[config.mk]
export PLATFORM = sky130hd
export DESIGN_NAME = idp_hazard_ctrl
export DESIGN_NICKNAME = d
export VERILOG_FILES = /design/src/rtl/idp_hazard_ctrl.sv
export SDC_FILE = /design/constraint.sdc
export NUM_CORES = 1
export LEC_CHECK = 0
export CORE_UTILIZATION = 53
export CTS_CLUSTER_DIAMETER = 40
export CTS_CLUSTER_SIZE = 24
export DETAILED_ROUTE_END_ITERATION = 16
export GPL_ROUTABILITY_DRIVEN = 0
export PLACE_DENSITY = 0.86
export SLEW_MARGIN = 10
export SYNTH_ARGS = -nofsm -noshare
export SYNTH_HDL_FRONTEND = slang
export SYNTH_SLANG_ARGS = --single-unit
[constraint.sdc]
create_clock -name clk -period 4.22 [get_ports clk]
set_input_delay 1.055 -clock clk [delete_from_list [all_inputs] [get_ports clk]]
set_output_delay 1.055 -clock clk [all_outputs]
set_load 0.05 [all_outputs]
[src/rtl/idp_hazard_ctrl.sv]
// Integer-datapath hazard controller: tracks EX/MEM/WB destinations, raises
// load-use / WB-miss stalls and registers the EX-stage forwarding selects.
module idp_hazard_ctrl #(
  parameter int CNT_W = 16
) (
  input  logic             clk,
  input  logic             rst,
  input  logic             id_valid,
  input  logic [4:0]       id_s_addr,
  input  logic [4:0]       id_t_addr,
  input  logic             id_uses_s,
  input  logic             id_uses_t,
  input  logic [4:0]       id_d_addr,
  input  logic             id_d_en,
  input  logic             id_is_load,
  input  logic             flush,
  output logic             stall,
  output logic [1:0]       fwda_sel,
  output logic [1:0]       fwdb_sel,
  output logic             wb_d_en,
  output logic [CNT_W-1:0] stall_cnt
);

  typedef struct packed {
    logic       d_en;
    logic       is_load;
    logic [4:0] d_addr;
  } slot_t;

  slot_t            ex_q, mem_q, wb_q, ex_d;
  logic [1:0]       fwda_q, fwdb_q, fwda_d, fwdb_d;
  logic [CNT_W-1:0] cnt_q;
  logic             haz_s, haz_t, go;

  function automatic logic match(input slot_t s, input logic [4:0] a);
    return s.d_en && (s.d_addr == a) && (a != 5'd0);
  endfunction

  // The EX producer reaches MEM alongside the consumer, hence EX_MEM_FWD;
  // a current MEM producer will sit in WB, hence MEM_WB_FWD.
  function automatic logic [1:0] fsel(input logic used, input logic [4:0] a,
                                      input slot_t ex, input slot_t mem);
    if (!used)                          return 2'b00;
    if (match(ex, a) && !ex.is_load)    return 2'b01;
    if (match(mem, a))                  return 2'b10;
    return 2'b00;
  endfunction

  always_comb begin
    haz_s  = id_uses_s && ((match(ex_q, id_s_addr) && ex_q.is_load) || match(wb_q, id_s_addr));
    haz_t  = id_uses_t && ((match(ex_q, id_t_addr) && ex_q.is_load) || match(wb_q, id_t_addr));
    stall  = id_valid && !flush && (haz_s || haz_t);
    go     = id_valid && !flush && !stall;
    ex_d   = '0;
    fwda_d = 2'b00;
    fwdb_d = 2'b00;
    if (go) begin
      ex_d.d_en    = id_d_en;
      ex_d.is_load = id_is_load;
      ex_d.d_addr  = id_d_addr;
      fwda_d       = fsel(id_uses_s, id_s_addr, ex_q, mem_q);
      fwdb_d       = fsel(id_uses_t, id_t_addr, ex_q, mem_q);
    end
  end

  always_ff @(posedge clk or posedge rst) begin
    if (rst) begin
      ex_q   <= '0;
      mem_q  <= '0;
      wb_q   <= '0;
      fwda_q <= 2'b00;
      fwdb_q <= 2'b00;
      cnt_q  <= '0;
    end else begin
      wb_q   <= mem_q;
      mem_q  <= ex_q;
      ex_q   <= ex_d;
      fwda_q <= fwda_d;
      fwdb_q <= fwdb_d;
      if (stall && (cnt_q != {CNT_W{1'b1}}))
        cnt_q <= cnt_q + CNT_W'(1);
    end
  end

  assign fwda_sel  = fwda_q;
  assign fwdb_sel  = fwdb_q;
  assign wb_d_en   = wb_q.d_en;
  assign stall_cnt = cnt_q;

endmodule

==> out/qor.yml, run 1 <==
status:
  outcome: "finished, final reports clean"
sta:
  holdWs_ps: 400
  rsz0062_at_grt: "no"
  min_period_ps: 3880
  fmax_mhz: 257
  skew_ps: 15.6
  period_share_pct: 92.0
  setup_slack_ps: 336
  maxSlewHeadroom_pct: 65.5
  fin_setup_tns_ps: 0
  tightest_slew_ps: 515
  drv_slew: 0
  setup_viol_count_final: 0
  hold_violations: 0
floorplanning:
  pin_count: 45
  core_sq_um: 3360
  die_height_um: 61.5
  initial_core_util_pct: 55.8
  die-area_sq_um: 3780
  num_rows: 21
  dieWidth_um: 61.5
placement:
  portBuffers: 44
  dp_hpwl_um: 3110
  place_ws_ps: 355
clock_network:
  cts_setup_buffers: 0
  htree_levels: 2
  cts_max_path_buffers: 2
  cts_tree: "yes"
  cts_resized: 0
  cts_buffers: 5
  cts_hold_buf: 0
  clk_pin_slew_ps: 120
  insertion_delay_ps: 350
  cts_sinks: 39
  cts_root_buf: "clkbuf_4"
final_layout:
  post-route-util_pct: 72.4
  multi_input_area_sq_um: 877
  fin_nets: 241
  fillers: 255
  layout_commonest_cell: "clkdlybuf4s50_1"
  seqCellArea_sq_um: 976
  n_antenna_cell: 0
  final_cell_mix: "43 x clkdlybuf4s50_1, 39 x dfrtp_1, 31 x xnor2_1, 18 x nand3_1, 14 x and3_1"
  drive_gt1_share_pct: 6.42
  area_growth_pct: 29.8
route:
  met1Wirelength_um: 1740
  detailroute.via_count: 1462
  detail_route.first_pass.iterations: 4
  ant_nets: 0
  avgRoutedWirePerCell_um: 15.4
  wl_met3_um: 255
  met2_length_um: 2000
  vias_per_cell: 5.54
  drc: 0
  highest_layer: "met4"
  drtIter0Drc: 89
  drt_wl_total_um: 4070
power_and_ir_drop:
  intPower_mw: 0.485
  pwr-share-comb_pct: 11.5
  power.switching_mw: 0.166
  p_leak_nw: 1.06
  sw_frac_of_total_pct: 25.6
  vdd_drop_max_v: 0.000240
  power_density_nw_per_um2: 268
  total_power_mw: 0.651
  p_seq_share_pct: 60.0
  p_clk_share_pct: 28.5
worst_setup_path:
  cp-end-kind: "output pin"
  cp_slowest_cell: "or4_1"
  cp.arrival_ps: 2830
  critPathBufInv: 2
  crit_path_start_kind: "primary input"
  cp_cell_sequence: "clkdlybuf4s50_1, or4_1, nor2_1, nor2b_1, a21bo_2, a21oi_4, buf_12"
  slowest_delay_ps: 570
  crit_type: "primary input to output pin"
  cp_max_fo: 4
  critical_path.top_delay_family: "simple AND/OR/NAND/NOR gates"
  critPathRequiredTime_ps: 3160
synth:
  synth-seq-area-share_pct: 52.0
  synth_area_per_cell_sq_um: 11.2
  synth_cells: 167
  synth_cell_types: 26
  synth_nets: 191
  synth-seq-cells: 39
  ys_warn_count: 0
  netlist_area_sq_um: 1880
global_route:
  antenna_found_initial: 0
  grt_max_degree: 40
  gr-usage-all-layers_pct: 24.9
  grt_pass1_vias: 1397
  grt_pass1_wl_um: 6640
  overflow: 0
hold_path:
  min_path_type: "flop to flop"
run:
  cap_violations: 0
[logic make-up after synthesis]
kind of cell | Yosys count | share of synthesized area, %
AOI/OAI and AO/OA | 5 | 2.34
xor gates and xnor gates | 44 | 20.5
adders and majority gates | 1 | 0.667
buffers and inverters | 4 | 1.20
DFF | 39 | 52.0
muxes | 1 | 0.600
and+or+nand+nor | 73 | 22.6
[flip-flops by register name, summed over array words and instances (netlist names)]
register,flops
fwdb_sel,2
stall_cnt,16
wb_q,5
wb_d_en,1
fwda_sel,2
ex_q,7
mem_q,6
[path summary, 6_finish.rpt]
| kind | cells after the start | slack (ps) | endpoint | startpoint |
|---|---|---|---|---|
| worst max-delay path | 7 | 340 | stall | id_s_addr[1] |
| worst min-delay path | 0 | 400 | mem_q[6]$_DFF_PP0_ | ex_q[6]$_DFF_PP0_ |
| worst max register to register | 6 | 1930 | stall_cnt[1]$_DFFE_PP0P_ | stall_cnt[0]$_DFFE_PP0P_ |
| worst min register to register | 0 | 400 | mem_q[6]$_DFF_PP0_ | ex_q[6]$_DFF_PP0_ |
| max in group asynchronous | 3 | 2780 | wb_d_en$_DFF_PP0_ | rst |
| min in group asynchronous | 3 | 1100 | mem_q[4]$_DFF_PP0_ | rst |
[final cells by class]
class	instances	share of cell area (%)
multi-input combinational	124	36.0
clock buffer	6	1.70
clock inverter	2	0.514
tap	46	2.37
inverter	1	0.154
sequential	39	40.1
timing repair buffer	46	19.1
[power groups by stage]
| stage | clock [mW] | sequential (mW) | combinational [mW] |
|---|---|---|---|
| final | 0.186 | 0.391 | 0.0751 |
| after CTS | 0.192 | 0.391 | 0.0756 |
| after floorplan | 0 | 0.399 | 0.0349 |
| after global routing | 0.211 | 0.392 | 0.0821 |
| after global placement | 0 | 0.397 | 0.0721 |
| after detailed placement | 0 | 0.398 | 0.0752 |
[cells in the mapped netlist]
| master | count | share of area [%] |
|---|---|---|
| a21bo_2 | 1 | 0.53 |
| a21oi_1 | 1 | 0.27 |
| a21oi_4 | 1 | 0.87 |
| a31oi_1 | 1 | 0.33 |
| and2_1 | 9 | 3.0 |
| and3_1 | 14 | 4.7 |
| and4_1 | 4 | 1.9 |
| buf_6 | 1 | 0.60 |
| clkbuf_1 | 2 | 0.40 |
| dfrtp_1 | 39 | 52 |
| ha_1 | 1 | 0.67 |
| inv_1 | 1 | 0.20 |
| mux2_2 | 1 | 0.60 |
| nand2_1 | 5 | 1.0 |
| nand2b_1 | 2 | 0.67 |
| nand3_1 | 18 | 4.8 |
| nand4_1 | 7 | 2.3 |
| nor2_1 | 3 | 0.60 |
| nor2_4 | 1 | 0.60 |
| nor2b_1 | 1 | 0.33 |
| nor3_1 | 5 | 1.3 |
| nor4_1 | 3 | 1.0 |
| o22ai_1 | 1 | 0.33 |
| or4_1 | 1 | 0.40 |
| xnor2_1 | 31 | 14 |
| xor2_1 | 13 | 6.1 |
[metrics by stage]
step / cell area (sq um) / cells
floorplan: 1880 / 167
CTS: 2430 / 264
detailed placement: 2380 / 256
global route: 2430 / 264
finish: 2430 / 264
global placement: 2380 / 256
[routing by layer]
layer  up-vias  track usage, %
met1       713            33.2
met5         -               0
met2        63            39.5
li1        679               -
met3         7            5.25
met4         0            10.8
(Power assumes the default switching activity.)
==> run 2, diff against run 1 <==
- ABC_CLOCK_PERIOD_IN_PS: default -> 4220
==> results of run 2 <==
Final layout, timing and power as in run 1 (identical DEF).
==> run 3, diff against run 2 <==
- SLEW_MARGIN: 10 -> 20
==> results of run 3 <==
Final layout, timing and power as in run 1 (identical DEF).
